## config.mk

```make
export PLATFORM = sky130hd
export DESIGN_NAME = id_ex_stage
export DESIGN_NICKNAME = d
export VERILOG_FILES = /design/src/rtl/id_ex_stage.sv
export SDC_FILE = /design/constraint.sdc
export NUM_CORES = 1
export LEC_CHECK = 0
export CORE_AREA = 2 2 212 214
export DETAILED_ROUTE_END_ITERATION = 10
export DIE_AREA = 0 0 214 216
export GPL_TIMING_DRIVEN = 0
export PLACE_DENSITY = 0.6
export SLEW_MARGIN = 20
export SYNTH_ARGS = -nofsm -noshare
export SYNTH_HDL_FRONTEND = slang
export SYNTH_SLANG_ARGS = --single-unit
```

## constraint.sdc

```tcl
create_clock -name clk -period 6.9 [get_ports clk]
set_input_delay 1.035 -clock clk [delete_from_list [all_inputs] [get_ports clk]]
set_output_delay 1.035 -clock clk [all_outputs]
set_load 0.05 [all_outputs]
```

## src/rtl/id_ex_stage.sv

```systemverilog
// Register-read stage of the pipelined LEGv8 core. It decodes the source fields, resolves
// operands (XZR rule, write-back bypass), holds the ID/EX register and inserts load-use bubbles.
module id_ex_stage #(
  parameter int DATA_W   = 64,
  parameter int ADDR_W   = 5,
  parameter int ZERO_REG = 31
) (
  input  logic              clk,
  input  logic              reset,
  input  logic              in_valid,
  input  logic [31:0]       in_instr,
  input  logic [63:0]       in_pc,
  output logic              in_ready,
  input  logic              stall_in,
  input  logic              flush,
  output logic [ADDR_W-1:0] rreg1,
  output logic [ADDR_W-1:0] rreg2,
  input  logic [DATA_W-1:0] rdata1,
  input  logic [DATA_W-1:0] rdata2,
  input  logic              wb_regwrite,
  input  logic [ADDR_W-1:0] wb_wreg,
  input  logic [DATA_W-1:0] wb_wdata,
  output logic              out_valid,
  output logic [63:0]       out_pc,
  output logic [31:0]       out_instr,
  output logic [ADDR_W-1:0] out_rd,
  output logic [DATA_W-1:0] out_op1,
  output logic [DATA_W-1:0] out_op2,
  output logic              out_memread
);

  localparam logic [10:0]       OP_LDUR  = 11'h7C2;
  localparam logic [10:0]       OP_STUR  = 11'h7C0;
  localparam logic [7:0]        OP_CBZ   = 8'hB4;
  localparam logic [ADDR_W-1:0] ZERO_IDX = ADDR_W'(ZERO_REG);

  logic [10:0]       opcode;
  logic              use_rt;
  logic              is_load;
  logic              hazard;
  logic [DATA_W-1:0] op1;
  logic [DATA_W-1:0] op2;

  assign opcode  = in_instr[31:21];
  // Stores and CBZ read their data/test register from the Rt field instead of Rm.
  assign use_rt  = (opcode == OP_STUR) || (in_instr[31:24] == OP_CBZ);
  assign is_load = (opcode == OP_LDUR);
  assign rreg1   = ADDR_W'(in_instr[9:5]);
  assign rreg2   = use_rt ? ADDR_W'(in_instr[4:0]) : ADDR_W'(in_instr[20:16]);

  // NOTE: every signal assigned in always_comb gets a default first, so no path leaves it
  // unassigned and no latch is inferred.
  always_comb begin
    op1 = rdata1;
    if (rreg1 == ZERO_IDX)
      op1 = '0;
    else if (wb_regwrite && (wb_wreg == rreg1))
      op1 = wb_wdata;
  end

  always_comb begin
    op2 = rdata2;
    if (rreg2 == ZERO_IDX)
      op2 = '0;
    else if (wb_regwrite && (wb_wreg == rreg2))
      op2 = wb_wdata;
  end

  // Conservative: compares both read ports whether or not the instruction really uses them.
  assign hazard = in_valid && out_valid && out_memread && (out_rd != ZERO_IDX)
               && ((out_rd == rreg1) || (out_rd == rreg2));

  assign in_ready = !stall_in && !hazard && !flush;

  // NOTE: sequential state uses non-blocking assignments so every register samples the
  // pre-edge values regardless of statement order.
  always_ff @(posedge clk or posedge reset) begin
    if (reset) begin
      out_valid   <= 1'b0;
      out_memread <= 1'b0;
      out_pc      <= '0;
      out_instr   <= '0;
      out_rd      <= '0;
      out_op1     <= '0;
      out_op2     <= '0;
    end else if (flush) begin
      out_valid   <= 1'b0;
      out_memread <= 1'b0;
    end else if (stall_in) begin
      // Hold everything; a write-back during the stall is left to downstream forwarding.
    end else if (hazard) begin
      out_valid   <= 1'b0;
      out_memread <= 1'b0;
    end else begin
      out_valid   <= in_valid;
      out_memread <= in_valid && is_load;
      out_pc      <= in_pc;
      out_instr   <= in_instr;
      out_rd      <= ADDR_W'(in_instr[4:0]);
      out_op1     <= op1;
      out_op2     <= op2;
    end
  end

endmodule

```

==> summary by stage <==
Route
The final route contains 9,843 vias. The detail-routed net length per standard cell is 20.6 um. The initial DRC count is 404. The number of antenna-violating nets in the routed design is 0. The routed via count divided by cell count is 4.53. For this run, the detailed router's first-pass iteration total came to 5. For this block, the routed nets add up to 44,800 um of wire. For this run, design rule violations remaining after detail routing come to 0.

Synth
Of the total synthesized cell area, the portion taken by full adders, half adders and majority gates is 0%. Summing the areas of all and, or, nand and nor instances in the mapped netlist gives 7.62% of the synthesized area. The post-synthesis xor/xnor area fraction is 1.21%. Synthesis produced 983 cells. The netlist area before placement is 11,600 um^2. The flip-flop and latch count after synthesis is 226. The part of the Yosys area used for sequential elements is 48.7%. The fraction of the mapped netlist area in compound gates is 9.05%. After synthesis, the netlist uses 48 different library cells. The fraction of synthesized area in multiplexers is 26.7%. The number of nets handed over by synthesis was 1,282. After synthesis, the largest family of logic cells by area is multiplexers. Each instance of the synthesized netlist takes up on average 11.8 um^2. The most used flip-flop cell after synthesis is sky130_fd_sc_hd__dfrtp_1. The number of warnings reported in the yosys synthesis log is 0.

Yosys mapped a number of flops with a built-in enable equal to 0. The async set-reset flop share out of synthesis is 100%.

Job
The reported max-cap violation count is 0.

Critical path
Measured in cells, the most critical reg-to-reg path has a length of 9. The critical path in this run is classified as in2out. Data on the critical path arrives at its endpoint at 5.15 ns. STA puts the critical path data required time at 5.86 ns. In this run the worst path has a maximum fanout of 10. STA classifies the critical path endpoint as a primary output. The type of origin of the critical path is an input port.

STA
Setup violations remaining at the end of the flow were counted as 0. The number of endpoints with negative hold slack in the final report is 0. The final cycle utilization of the critical path is 89.6%. The maximum clock frequency is 162 MHz. Setup repair after global routing left no endpoint under its margin.

The number of pins with negative max-slew slack in the final report was 0. The worst hold slack is 0.507 ns. The smallest clock period supported by the final layout is computed as 6.18 ns. The relative slew slack is 31.7%.

The worst-margin pin slew is 1.01 ns. The post-route setup TNS is 0 ns. Between clock sinks in the finished design, the worst skew comes to 0.0152 ns.

Layout
The commonest non-fill, non-tap cell in the layout is sky130_fd_sc_hd__clkdlybuf4s50_1. The non-filler instance count after layout is 2,172. The finished cells cover 18,900 um^2. In the layout the commonest cells are sky130_fd_sc_hd__clkdlybuf4s50_1, sky130_fd_sc_hd__dfrtp_1, sky130_fd_sc_hd__mux2_4.

The growth of design area from synthesis to finish is 62.6%. The utilization after layout is 43.1%. At the end of the flow, the number of nets in the layout was 1,857. The fraction of layout instances using a drive strength above 1 is 17.4%.

Clock network
Clock-pin slew was measured on the worst setup and hold paths at 0.06 ns. The number of buffers inserted by hold repair at cts is 0. Once the clock tree was built, the resizer swapped 0 gates to a different size. The deepest clock path buffer count is 3. The CTS root buffer is sky130_fd_sc_hd__clkbuf_16.

CTS built an H-tree with a depth of 1. The number of setup buffers added after CTS is 0. Counting the buffers created by CTS gives 28. The clock net in this run drives a total of 226 sinks.

The clock latency reported for the late side of the worst-skew pair is 0.55 ns. The TritonCTS clock tree is done.

Floorplanning
The floorplan step defined a die boundary enclosing 46,200 um^2. The initial core utilization is 26.5%. The number of placement rows is 77.

In this run the vertical extent of the chip is 216 um. 541 I/O pins were placed. The core area is 43,800 um^2. In this run the horizontal extent of the chip is 214 um.

Placed design
The final weighted congestion of routability-driven global placement is 0.899. The post-placement cell count is 2,120. Buffers placed on the I/O ports in this run total 536.

After detailed placement, the total cell area comes to 17,900 um^2. The placed wire-length estimate is 34,800 um.

GRT
Entering global routing, the biggest net connects 36 pins. The total track usage is 18.8%. For this run the aggregate overflow at the end of global routing stands at 0.

The number of global-route vias before repair was 10,400. The initial antenna violation count is 3. The first global-routing pass estimated 67,100 um of wire.

Power
The leakage power summed over all cells is 7.96 nW. Across the VDD grid, the largest voltage drop is 140 uV. The cell area power density is 269 nW/um^2.

Worst hold path
In this run the worst hold path is classified as reg2reg. The count of cells along the worst hold path is 1.

Run status
The run finished with clean final reports.
## flip-flops by register name (all words and copies together), names as in the netlist
name         count
out_instr       32
out_pc          64
out_valid        1
out_op1         64
out_memread      1
out_op2         64
## per-stage QoR
step | power [mW] | setup WS [ns]
floorplan | 2.82 | 2.58
global placement | 3.56 | 0.699
detailed placement | 3.58 | 0.706
CTS | 5.14 | 0.689
global route | 5.29 | 0.458
finish | 5.09 | 0.716
## logic make-up after synthesis
group,count (synthesis)
buffers and inverters,147
muxes,230
AOI/OAI and AO/OA,167
DFF,226
xor gates and xnor gates,16
and+or+nand+nor,197
## metal layers
layer | track usage (%) | wire length (um) | vias up
met5 | 0 | 13 | -
met4 | 4.71 | 812 | 2
met3 | 5.54 | 3650 | 54
met2 | 32.2 | 21600 | 440
met1 | 23.2 | 18800 | 4774
li1 | - | - | 4573
## worst paths after layout
check                      slack (ns)          end         start
min in group asynchronous        0.86   out_op2[9]         reset
hold / removal                   0.51  out_op1[54]   out_op1[54]
setup / recovery                 0.72     in_ready  in_instr[21]
setup reg to reg                 3.55  out_op2[14]  out_instr[3]
hold reg to reg                  0.51  out_op1[54]   out_op1[54]
max in group asynchronous        5.03    out_pc[3]         reset
## worst max-delay path: stages
cell and delay [ns]:
sky130_fd_sc_hd__clkdlybuf4s50_1 0.49, sky130_fd_sc_hd__or4_1 0.55, sky130_fd_sc_hd__buf_2 0.17, sky130_fd_sc_hd__nor4_1 0.58
sky130_fd_sc_hd__a211oi_1 0.18, sky130_fd_sc_hd__o22ai_1 0.21, sky130_fd_sc_hd__a2111o_1 0.14, sky130_fd_sc_hd__nor2b_1 0.23
sky130_fd_sc_hd__buf_6 0.24, sky130_fd_sc_hd__buf_6 0.23, sky130_fd_sc_hd__buf_6 0.22, sky130_fd_sc_hd__clkdlybuf4s50_1 0.85
## report_power, final
| group | internal [mW] | total (mW) | switching [mW] |
|---|---|---|---|
| logic | 0.793 | 1.91 | 1.12 |
| clock network | 0.947 | 1.53 | 0.583 |
| registers | 1.52 | 1.65 | 0.125 |
| total | 3.26 | 5.09 | 1.82 |
## area by class of cell
| type | instances | area, um^2 |
|---|---|---|
| Fill cell | 4223 | 25000 |
| Sequential cell | 226 | 5660 |
| Timing Repair Buffer | 545 | 5560 |
| Multi-Input combinational cell | 610 | 5170 |
| Clock buffer | 41 | 841 |
| Tap cell | 592 | 741 |
| Buffer | 76 | 518 |
| Inverter | 71 | 270 |
| Clock inverter | 9 | 120 |
| Antenna cell | 2 | 5.00 |
## synthesized netlist by cell type, drive strengths merged (2+ instances only)
cell type,count,area [um^2]
nand3,8,40.0
and3,4,25.0
nand4,8,50.1
buf,48,413
mux2i,66,661
and4b,2,20.0
mux2,164,2440
nor2,8,30.0
nor2b,7,43.8
xor2,4,35.0
a31oi,2,12.5
dfrtp,226,5660
xnor2,12,105
a21o,2,15.0
o21ai,9,48.8
inv,71,267
nand2,135,507
o22ai,66,469
or3,2,12.5
nand2b,8,50.1
clkbuf,28,105
a22o,2,17.5
o2111ai,3,26.3
o211ai,4,30.0
a211oi,3,22.5
nor4,5,31.3
nor3,2,10.0
a21oi,69,345
nand3b,2,15.0
(Power assumes the default switching activity.)
